===== config.mk =====
export PLATFORM = sky130hd
export DESIGN_NAME = stop_watch_lap
export DESIGN_NICKNAME = d
export VERILOG_FILES = /design/src/rtl/stop_watch_lap.sv
export SDC_FILE = /design/constraint.sdc
export NUM_CORES = 1
export LEC_CHECK = 0
export BUFFER_PORTS_ARGS = -buffer_cell sky130_fd_sc_hd__buf_4
export CAP_MARGIN = 25
export CORE_ASPECT_RATIO = 0.6
export CORE_MARGIN = 8
export CORE_UTILIZATION = 58
export CTS_BUF_LIST = sky130_fd_sc_hd__clkbuf_2
export DETAILED_ROUTE_END_ITERATION = 7
export PLACE_DENSITY_LB_ADDON = 0.15
export SETUP_SLACK_MARGIN = 0.05
export SLEW_MARGIN = 10
export SYNTH_ARGS = -nofsm -noshare
export SYNTH_HDL_FRONTEND = slang
export SYNTH_SLANG_ARGS = --single-unit

===== constraint.sdc =====
create_clock -name clk -period 4 [get_ports clk]
set_clock_uncertainty 0.2 [all_clocks]
set_input_delay 0.2 -clock clk [delete_from_list [all_inputs] [get_ports clk]]
set_output_delay 0.2 -clock clk [all_outputs]
set_load 0.01 [all_outputs]

===== src/rtl/stop_watch_lap.sv =====
`default_nettype none
// +--------------------------------------------------------------------------+
// | stop_watch_lap: debounced start/stop + lap/clear stopwatch, BCD display   |
// | Revision: 1.0                                                             |
// +--------------------------------------------------------------------------+
module stop_watch_lap #(
  parameter int CLK_FREQ_HZ     = 100000000,
  parameter int DEBOUNCE_CYCLES = 100000,
  parameter int MODE            = 0
) (
  input  logic        clk,
  input  logic        reset_n,
  input  logic [1:0]  btn,
  output logic [15:0] value,
  output logic        running,
  output logic        lap_active,
  output logic        wrap
);

  localparam int c_pre_div = CLK_FREQ_HZ / 100;
  localparam int c_pre_w   = (c_pre_div > 1) ? $clog2(c_pre_div) : 1;
  localparam int c_deb_w   = (DEBOUNCE_CYCLES > 1) ? $clog2(DEBOUNCE_CYCLES) : 1;
  localparam logic [c_pre_w-1:0] c_pre_max = c_pre_w'(c_pre_div - 1);
  localparam logic [c_pre_w-1:0] c_pre_one = c_pre_w'(1);
  localparam logic [c_deb_w-1:0] c_deb_max = c_deb_w'(DEBOUNCE_CYCLES - 1);
  localparam logic [c_deb_w-1:0] c_deb_one = c_deb_w'(1);

  typedef enum logic [1:0] {
    S_IDLE = 2'd0,
    S_RUN  = 2'd1,
    S_LAP  = 2'd2,
    S_STOP = 2'd3
  } state_t;

  logic [1:0]         r_rst_sync;
  logic               w_rst_n;
  logic [c_deb_w-1:0] r_deb_cnt;
  logic               w_deb_tick;
  logic [1:0]         w_press;
  logic               w_start;
  logic               w_lap;
  state_t             r_state;
  state_t             w_state_nxt;
  logic               w_latch;
  logic               w_clear;
  logic               w_count;
  logic [c_pre_w-1:0] r_pre;
  logic               w_tick;
  logic [3:0]         r_cs1, r_cs10, r_s1, r_s10, r_m1, r_m10;
  logic               w_cy_cs10, w_cy_s1, w_cy_s10, w_cy_m1, w_cy_m10, w_wrap;
  logic [15:0]        w_live;
  logic [15:0]        r_hold;
  logic [15:0]        r_value;
  logic               r_running;
  logic               r_lap_active;
  logic               r_wrap;

  // Reset asserts immediately but is released only on a clock edge.
  always_ff @(posedge clk or negedge reset_n) begin
    if (!reset_n) r_rst_sync <= 2'b00;
    else          r_rst_sync <= {r_rst_sync[0], 1'b1};
  end
  assign w_rst_n = r_rst_sync[1];

  assign w_deb_tick = (r_deb_cnt == c_deb_max);

  always_ff @(posedge clk or negedge w_rst_n) begin
    if (!w_rst_n)        r_deb_cnt <= '0;
    else if (w_deb_tick) r_deb_cnt <= '0;
    else                 r_deb_cnt <= r_deb_cnt + c_deb_one;
  end

  for (genvar gi = 0; gi < 2; gi++) begin : g_btn
    logic [1:0] r_sync;
    logic       r_smp;
    logic       r_lvl;
    logic       r_lvl_d;

    always_ff @(posedge clk or negedge w_rst_n) begin
      if (!w_rst_n) begin
        r_sync  <= 2'b00;
        r_smp   <= 1'b0;
        r_lvl   <= 1'b0;
        r_lvl_d <= 1'b0;
      end else begin
        r_sync  <= {r_sync[0], btn[gi]};
        r_lvl_d <= r_lvl;
        if (w_deb_tick) begin
          r_smp <= r_sync[1];
          if (r_sync[1] == r_smp) r_lvl <= r_sync[1];
        end
      end
    end

    assign w_press[gi] = r_lvl & ~r_lvl_d;
  end

  // Start has priority; a lap press in the same cycle is dropped.
  assign w_start = w_press[0];
  assign w_lap   = w_press[1] & ~w_press[0];

  always_comb begin
    w_state_nxt = r_state;
    w_latch     = 1'b0;
    w_clear     = 1'b0;
    case (r_state)
      S_IDLE: if (w_start) w_state_nxt = S_RUN;
      S_RUN: begin
        if (w_start) w_state_nxt = S_STOP;
        else if (w_lap) begin
          w_state_nxt = S_LAP;
          w_latch     = 1'b1;
        end
      end
      S_LAP: begin
        if (w_start)    w_state_nxt = S_STOP;
        else if (w_lap) w_state_nxt = S_RUN;
      end
      S_STOP: begin
        if (w_start) w_state_nxt = S_RUN;
        else if (w_lap) begin
          w_state_nxt = S_IDLE;
          w_clear     = 1'b1;
        end
      end
      default: w_state_nxt = S_IDLE;
    endcase
  end

  always_ff @(posedge clk or negedge w_rst_n) begin
    if (!w_rst_n) r_state <= S_IDLE;
    else          r_state <= w_state_nxt;
  end

  assign w_count = (r_state == S_RUN) || (r_state == S_LAP);
  assign w_tick  = w_count && (r_pre == c_pre_max);

  always_ff @(posedge clk or negedge w_rst_n) begin
    if (!w_rst_n)     r_pre <= '0;
    else if (w_clear) r_pre <= '0;
    else if (w_tick)  r_pre <= '0;
    else if (w_count) r_pre <= r_pre + c_pre_one;
  end

  function automatic logic [3:0] f_nxt(input logic [3:0] d, input logic [3:0] lim,
                                       input logic inc, input logic clr);
    if (clr)      return 4'd0;
    else if (inc) return (d == lim) ? 4'd0 : d + 4'd1;
    else          return d;
  endfunction

  assign w_cy_cs10 = w_tick    && (r_cs1  == 4'd9);
  assign w_cy_s1   = w_cy_cs10 && (r_cs10 == 4'd9);
  assign w_cy_s10  = w_cy_s1   && (r_s1   == 4'd9);
  assign w_cy_m1   = w_cy_s10  && (r_s10  == 4'd5);
  assign w_cy_m10  = w_cy_m1   && (r_m1   == 4'd9);
  assign w_wrap    = w_cy_m10  && (r_m10  == 4'd5);

  // Digits are rewritten every cycle (hold is an explicit self-assignment).
  always_ff @(posedge clk or negedge w_rst_n) begin
    if (!w_rst_n) begin
      r_cs1  <= 4'd0;
      r_cs10 <= 4'd0;
      r_s1   <= 4'd0;
      r_s10  <= 4'd0;
      r_m1   <= 4'd0;
      r_m10  <= 4'd0;
      r_wrap <= 1'b0;
    end else begin
      r_cs1  <= f_nxt(r_cs1,  4'd9, w_tick,    w_clear);
      r_cs10 <= f_nxt(r_cs10, 4'd9, w_cy_cs10, w_clear);
      r_s1   <= f_nxt(r_s1,   4'd9, w_cy_s1,   w_clear);
      r_s10  <= f_nxt(r_s10,  4'd5, w_cy_s10,  w_clear);
      r_m1   <= f_nxt(r_m1,   4'd9, w_cy_m1,   w_clear);
      r_m10  <= f_nxt(r_m10,  4'd5, w_cy_m10,  w_clear);
      r_wrap <= w_wrap;
    end
  end

  assign w_live = (MODE == 1) ? {r_m10, r_m1, r_s10, r_s1} : {r_s10, r_s1, r_cs10, r_cs1};

  always_ff @(posedge clk or negedge w_rst_n) begin
    if (!w_rst_n) begin
      r_hold       <= 16'h0000;
      r_value      <= 16'h0000;
      r_running    <= 1'b0;
      r_lap_active <= 1'b0;
    end else begin
      if (w_clear)      r_hold <= 16'h0000;
      else if (w_latch) r_hold <= w_live;
      r_value      <= (r_state == S_LAP) ? r_hold : w_live;
      r_running    <= w_count;
      r_lap_active <= (r_state == S_LAP);
    end
  end

  assign value      = r_value;
  assign running    = r_running;
  assign lap_active = r_lap_active;
  assign wrap       = r_wrap;

endmodule
`default_nettype wire


==> metrics.md, run 1 <==
| Metric | Value |
|---|---|
| Final hold slack | `191 ps` |
| DRT Pass-1 Iters | `4` |
| Ant. Diodes | `0` |
| Synth unique cells | `slightly below 60` |
| Post-Syn Nets | `489` |
| Clock buffer count from CTS | `9` |
| Initial antenna violation count | `0` |
| Worst-Skew Late Latency | `between 500 and 600 ps` |
| Top post-synthesis cells by count | `dfrtp_1 (110), nand2_1 (48), nor2_1 (48), o21ai_0 (22), xnor2_1 (19)` |
| PortBufs | `22` |
| Max Fanout on Critical Path | `17` |
| Required @ worst endpoint | `roughly 4300 ps` |
| CP Launch Point | `r_state[0]` |
| Synth top area cells | `dfrtp_1 (54%), nand2_1 (3.5%), nor2_1 (3.5%)` |
| DR vias | `3523` |
| GPL Wtd Cong | `0.852` |
| FF-to-FF Start | `r_state[0]` |
| Clk slew on worst S/H paths | `about 280 ps` |
| Yosys top cell area share | `0.540` |
| Largest net degree at the start of global routing | `between 50 and 60` |
| Post-Synth XOR/XNOR Area | `0.0601` |
| Worst slew pin tran | `~680 ps` |
| DIE HEIGHT | `88.6 um` |
| Number of global-route vias before repair | `3389` |
| Most numerous cell in the Yosys netlist | `dfrtp_1` |
| Postcts setup bufs | `0` |
| First-pass GRT wire length | `16600 um` |
| CP Launch Type | `flop` |
| GRT Residual Overflow | `0` |
| Status | `finished, final reports clean` |
| Syn Std Cell Area | `slightly above 5000 um2` |
| NumNets Final | `515` |
| Path depth of the worst reg2reg path | `7` |
| Register area share after synthesis | `0.540` |
| Hold WC Path Type | `flop to asynchronous set/reset pin` |
| Fin. Hold Viols | `0` |
| Hpwl dp | `6630 um` |
| Area grow syn2layout | `9.12%` |
| Htree depth | `3` |
| Tmin final | `3150 ps` |
| Final worst slack | `around 850 ps` |
| Sink count of the clock tree | `between 100 and 150` |
| Synth Area in Simple Gates | `0.227` |
| Core area | `around 8500 um2` |
| RSZ-0062 raised after global routing | `no` |
| Place WS | `around 940 ps` |
| Pwr Density | `around 320 nW/um2` |
| FF+latch count, synth | `110` |
| CP arrival | `around 3400 ps` |
| Die Area | `around 12000 um2` |
| Post-synthesis mux area share | `0.0483` |
| Ys flop type | `dfrtp_1` |
| FF-to-FF setup slack | `850 ps` |
| R2R Path End | `r_pre[9]` |
| Max Buffers Root-to-Sink | `2` |
| CTS tree | `done` |
| Leakage | `2.60 nW` |
| Syn_area_per_cell | `~11 um2` |
| Post-synthesis adder-cell area fraction | `0.0172` |
| Final setup vio count | `0` |
| I/O pins | `23` |
| Critical setup path kind | `flop to flop` |
| EDFF count, synth | `0` |
| Compound-cell area share of the yosys netlist | `0.0812` |
| VDD IR-drop max | `around 0.00020 V` |
| Area leader, netlist | `dfrtp_1` |
| Worst path cell trace | `inv_1 > ha_1 > nor4bb_1 > and4_1 > nand2_1 > nand2_1 > nor3_1` |
| Ys async rst share | `1.00` |
| WL/cell | `between 15 and 20 um` |
| Final count of pins violating max slew | `0` |
| Routed Antenna Nets | `0` |
| DR iter-0 viols | `~230` |
| Largest family of logic cells by synthesized area | `simple AND/OR/NAND/NOR gates` |
| Most frequent CP cell | `nand2_1` |
| Root buf cell | `clkbuf_2` |
| Die X-Extent | `between 100 and 150 um` |
| Slew headroom | `0.543` |
| Vias/cell | `around 5.7` |
| Final wirelength | `9760 um` |
| Share of cells above drive strength 1 | `0.146` |
| Slowest CP cell | `nor4bb_1` |
| Fin Setup TNS | `0 ps` |
| Cells after Synth | `478` |
| Yosys warns | `0` |
| Initial Util | `0.599` |
| Final Cycle Share | `0.786` |
| CP max stage delay | `around 550 ps` |
| Critical Path Sink Type | `flop` |
| Post-route DRC | `0` |
| Cell Rows | `26` |
| Global Route Usage Sum | `0.172` |
| Max Fclk | `318 MHz` |
| Max Cap Viol | `0` |
-- repair_timing --
| action | CTS | global route |
|---|---|---|
| endpoints found under the hold margin | 4 | 0 |
| endpoints found under the setup margin | 0 | 0 |
| gates resized for setup | 0 | 0 |
| hold buffers | 6 | 0 |
-- placed cells by master (no fill, tap or decap), types with 4 or more instances in the layout --
cell type	synthesis	routed
xor2_1	16	16
nand3_1	18	18
and3_1	5	5
nand4_1	8	8
nor2b_1	8	8
nand2_1	48	48
a22o_1	6	6
o21ai_0	22	21
or3_1	5	5
nor4b_1	4	4
mux2_2	13	13
clkbuf_2	1	10
nor2_1	48	48
nor3_1	12	12
ha_1	7	7
dlygate4sd3_1	0	6
a21oi_1	16	16
xnor2_1	19	19
and4_1	4	4
mux2i_1	10	10
nand2b_1	14	14
buf_4	2	27
dfrtp_1	110	109
nor4_1	7	7
inv_1	9	9
-- layout make-up --
class,count,area [um2]
Clock buffer,10,50.0
Timing Repair Buffer,34,270
Fill cell,664,2960
Clock inverter,5,100
Multi-Input combinational cell,340,2220
Tap cell,112,140
Sequential cell,110,2760
Inverter,9,33.8
-- logic make-up after synthesis --
group,Yosys count
compound gates,64
xor+xnor,35
fa+ha+maj,7
buf+inv,28
flops,110
mux,23
other cells,1
simple gates,210
-- worst max-delay path: cells and delay by family, from the launching register on --
| kind | cells | cell delay [ps] |
|---|---|---|
| adder cells (fa/ha/maj) | 1 | 500 |
| flip-flops | 1 | 510 |
| AND/OR/NAND/NOR | 5 | 1710 |
| buffers and inverters | 1 | 130 |
-- report_power, final --
group	total, mW	switching [mW]	internal [mW]	leakage, nW
Sequential	1.13	0.0111	1.12	1.51
Clock	0.611	0.345	0.266	0.0918
Combinational	0.0193	0.0121	0.00721	0.998
Total	1.76	0.369	1.39	2.60
-- layer usage --
metal / vias to the layer above / wire length, um / global-route usage
met3: 8 / 484 / 0.0522
met4: 0 / 64 / 0.0451
met5: - / 0 / 0
met2: 64 / 4310 / 0.257
met1: 1739 / 4900 / 0.239
li1: 1712 / - / -
-- worst max path at each step --
stage | to | slack, ps | cells after the start
after CTS | r_pre[9] | 890 | 7
after global placement | r_pre[9] | 1140 | 7
after global routing | r_pre[15] | 610 | 7
after detailed placement | r_pre[9] | 940 | 7
after floorplan | g_btn[0].r_lvl | 510 | 0
final | r_pre[9] | 850 | 7
-- through the flow --
stage	total power [mW]	utilization	std cells	cell area (um2)
2_1_floorplan	1.15	-	478	5100
3_3_place_gp	1.16	0.628	598	5350
3_5_place_dp	1.16	0.628	598	5350
4_1_cts	1.78	0.652	619	5560
5_1_grt	1.83	0.653	620	5570
6_report	1.76	0.653	620	5570
-- registers in the layout, indices dropped and copies added (netlist names), 4 cells and up --
signal,cells
r_deb_cnt,17
r_pre,20
r_m10,4
r_cs10,4
r_cs1,4
r_s10,4
value,16
r_m1,4
g_btn.r_sync,4
r_hold,16
r_s1,4
No activity file was read; power rests on OpenSTA's default activity.
==> inputs of run 2 (changes only) <==
- ABC_AREA: not set -> 1
- clock period: 4 -> 2.7 ns (I/O delays scaled with it)
==> metrics.md, run 2 <==
| Metric | Value |
|---|---|
| Status | `finished, final reports clean` |
| Initial antenna violation count | `0 (unchanged)` |
| Ant. Diodes | `0 (unchanged)` |
| Most numerous cell in the Yosys netlist | `nand2_1` |
| Worst path cell trace | `inv_1 > ha_1 > nand3_1 > nor2_4 > nand3_2 > nand2_2 > nand2_2 > nor2_4 > nand2_2 > inv_2 > nand2_1 > o21ai_1` |
| Syn Std Cell Area | `5240 um2 (+2.7%)` |
| Syn_area_per_cell | `8.61 um2 (-19%)` |
| Fin. Hold Viols | `0 (unchanged)` |
| Met3 GRT Util | `0.0464 (-0.00572)` |
| CTS hold repair buffers | `6 (unchanged)` |
| Tmin final | `2440 ps (-706 ps)` |
| Buf/Inv on CP | `2 (+1)` |
| Grt met2 use | `0.281 (+0.0238)` |
| Max Fanout on Critical Path | `12 (-5)` |
| Critical Path Sink Type | `flop` |
| Yosys warns | `0 (unchanged)` |
| Ys async rst share | `1.00 (unchanged)` |
| Critical setup path kind | `flop to flop` |
| Top Family by Delay on Critical Path | `simple AND/OR/NAND/NOR gates` |
| Final Cycle Share | `0.904 (+0.117)` |
| Final Power | `2.43 mW (+38%)` |
| CP max stage delay | `480 ps (-70 ps)` |
| Ys flop type | `dfrtp_1` |
| Worst-Skew Late Latency | `600 ps (+20 ps)` |
| DIE HEIGHT | `89.6 um (+1.1%)` |
| Leading cell type in the layout, fill and taps excluded | `nand2_1` |
| Postcts setup bufs | `0 (unchanged)` |
| Vias/cell | `5.49 (-3.3%)` |
| Top post-synthesis cells by count | `nand2_1 (131), dfrtp_1 (110), inv_1 (70), o21ai_0 (55), nor2_1 (51)` |
| Final count of pins violating max slew | `0 (unchanged)` |
| NumNets Final | `652 (+27%)` |
| Clk slew on worst S/H paths | `280 ps (about the same)` |
| Leakage | `2.67 nW (+2.6%)` |
| Area of the multi-input gates | `2140 um2 (-3.4%)` |
| Core area | `8990 um2 (+5.4%)` |
| RSZ-0062 raised after global routing | `no` |
| Area grow syn2layout | `8.88%` |
| Hpwl dp | `7560 um (+14%)` |
| Final wirelength | `10800 um (+11%)` |
| Yosys top cell area share | `0.525 (-0.0144)` |
| Synth unique cells | `44 (-24%)` |
| Slowest CP cell | `dfrtp_1` |
| Cells after Synth | `609 (+27%)` |
| Area leader, netlist | `dfrtp_1` |
| Max Fclk | `410 MHz (+29%)` |
| CTS tree | `done` |
| Final hold slack | `15.0 ps (-176 ps)` |
| Max Cap Viol | `0 (unchanged)` |
| Number of global-route vias before repair | `3934 (+16%)` |
| Sink count of the clock tree | `110 (unchanged)` |
| Max FFs per register | `20 (unchanged)` |
| Resize count post-CTS | `0 (unchanged)` |
| First-pass GRT wire length | `18700 um (+12%)` |
| Slew headroom | `0.446 (-0.0974)` |
| Top reg by flops | `r_pre` |
| Root buf cell | `clkbuf_2` |
| Layout fillers | `764 (+15%)` |
| Die Area | `12400 um2 (+2.3%)` |
| Register area share after synthesis | `0.525 (-0.0144)` |
| FF+latch count, synth | `110 (unchanged)` |
| I/O pins | `23 (unchanged)` |
| Most frequent cells in the layout | `nand2_1 (131), dfrtp_1 (109), inv_1 (70)` |
| Fin Setup TNS | `0 ps (unchanged)` |
| Synth top area cells | `dfrtp_1 (53%), nand2_1 (9.4%), o21ai_0 (5.3%)` |
| Required @ worst endpoint | `3040 ps (-1240 ps)` |
| VDD IR-drop max | `0.000226 V (+11%)` |
| Seq. cell area | `2760 um2 (unchanged)` |
| Pwr Density | `427 nW/um2 (+35%)` |
| Met1 GRT Util | `0.263 (+0.0233)` |
| DRT Pass-1 Iters | `5 (+1)` |
| DR iter-0 viols | `365 (+57%)` |
| Clock buffer count from CTS | `9 (unchanged)` |
| Post-route DRC | `0 (unchanged)` |
| Largest regs | `r_pre (20), r_deb_cnt (17)` |
| EDFF count, synth | `0 (unchanged)` |
| GRT Residual Overflow | `0 (unchanged)` |
| Global Route Usage Sum | `0.185 (+0.0131)` |
| Largest net degree at the start of global routing | `58 (+5.5%)` |
| PortBufs | `22 (unchanged)` |
| Htree depth | `3 (unchanged)` |
| Global route hottest layer | `met2` |
| Final setup vio count | `0 (unchanged)` |
| GPL Wtd Cong | `0.893 (+4.8%)` |
| Share of cells above drive strength 1 | `0.110 (-0.0356)` |
| CP Launch Type | `flop` |
| Initial Util | `0.583 (-0.0152)` |
| Die X-Extent | `139 um (+1.2%)` |
| Max Buffers Root-to-Sink | `2 (unchanged)` |
| Routed Antenna Nets | `0 (unchanged)` |
| Cell Rows | `27 (+3.8%)` |
| Most frequent CP cell | `nand2_2` |
| Post-Syn Nets | `620 (+27%)` |
| DR vias | `4181 (+19%)` |
| CP arrival | `2780 ps (-640 ps)` |
| Worst slew pin tran | `824 ps (+148 ps)` |
| Hold WC Path Type | `flop to asynchronous set/reset pin` |
| WL/cell | `14.2 um (-9.9%)` |
run 2: cell count changes in the layout (fill, tap and decap cells not counted), sizes merged, moves of 11 or more:
cell    previous run  this run
xnor2             19         1
o31ai              3        16
mux2              13         0
nand2             50       138
nor2              48        59
nand2b            14         0
nand3             19        41
o21ai             22        60
inv                9        76
run 2: path summary, 6_finish.rpt:
check / end / from / slack, ps / cells past startpoint
setup / recovery: r_s10[3] / r_state[0] / 260 / 12
hold / removal: r_deb_cnt[7] / r_rst_sync[1] / 10 / 0
setup reg to reg: r_s10[3] / r_state[0] / 260 / 12
hold reg to reg: r_deb_cnt[7] / r_rst_sync[1] / 10 / 0
max in group asynchronous: r_pre[3] / r_rst_sync[1] / 1620 / 1
min in group clk: r_rst_sync[1] / r_rst_sync[0] / 190 / 0
run 2: kinds of logic (layout without fill, tap and decap cells):
family          count (synthesis)  after routing  synth area share
compound gates                103            103             0.111
xor+xnor                       13             13            0.0217
fa+ha+maj                       7              7            0.0167
buf+inv                        89            125            0.0666
flops                         110            110             0.525
other cells                     1              1          0.000715
simple gates                  286            286             0.258
run 2: through the flow:
stage | std cells | utilization | instance area, um2 | setup slack (ps)
global route | 761 | 0.635 | 5710 | 76.6
finish | 761 | 0.635 | 5710 | 260
detailed placement | 740 | 0.617 | 5550 | 383
CTS | 761 | 0.635 | 5710 | 266
floorplan | 609 | - | 5240 | 659
global placement | 740 | 0.617 | 5550 | 492
run 2: layer usage:
layer,up-vias,wire (um)
met1,2006,5490
met4,0,91
met3,8,563
met2,105,4650
met5,-,0
li1,2062,-
run 2: final cells by class:
type                            instances  share of cell area
Inverter                               77              0.0506
Timing Repair Buffer                   33              0.0482
Multi-Input combinational cell        410               0.375
Clock inverter                          5             0.00899
Sequential cell                       110               0.483
Tap cell                              116              0.0254
Clock buffer                           10             0.00877
run 2: power by group:
group	internal, mW	switching, mW	leakage [nW]	total, mW
logic	0.0125	0.0256	1.09	0.0381
clock network	0.206	0.523	0.0652	0.729
registers	1.66	0.00963	1.51	1.67
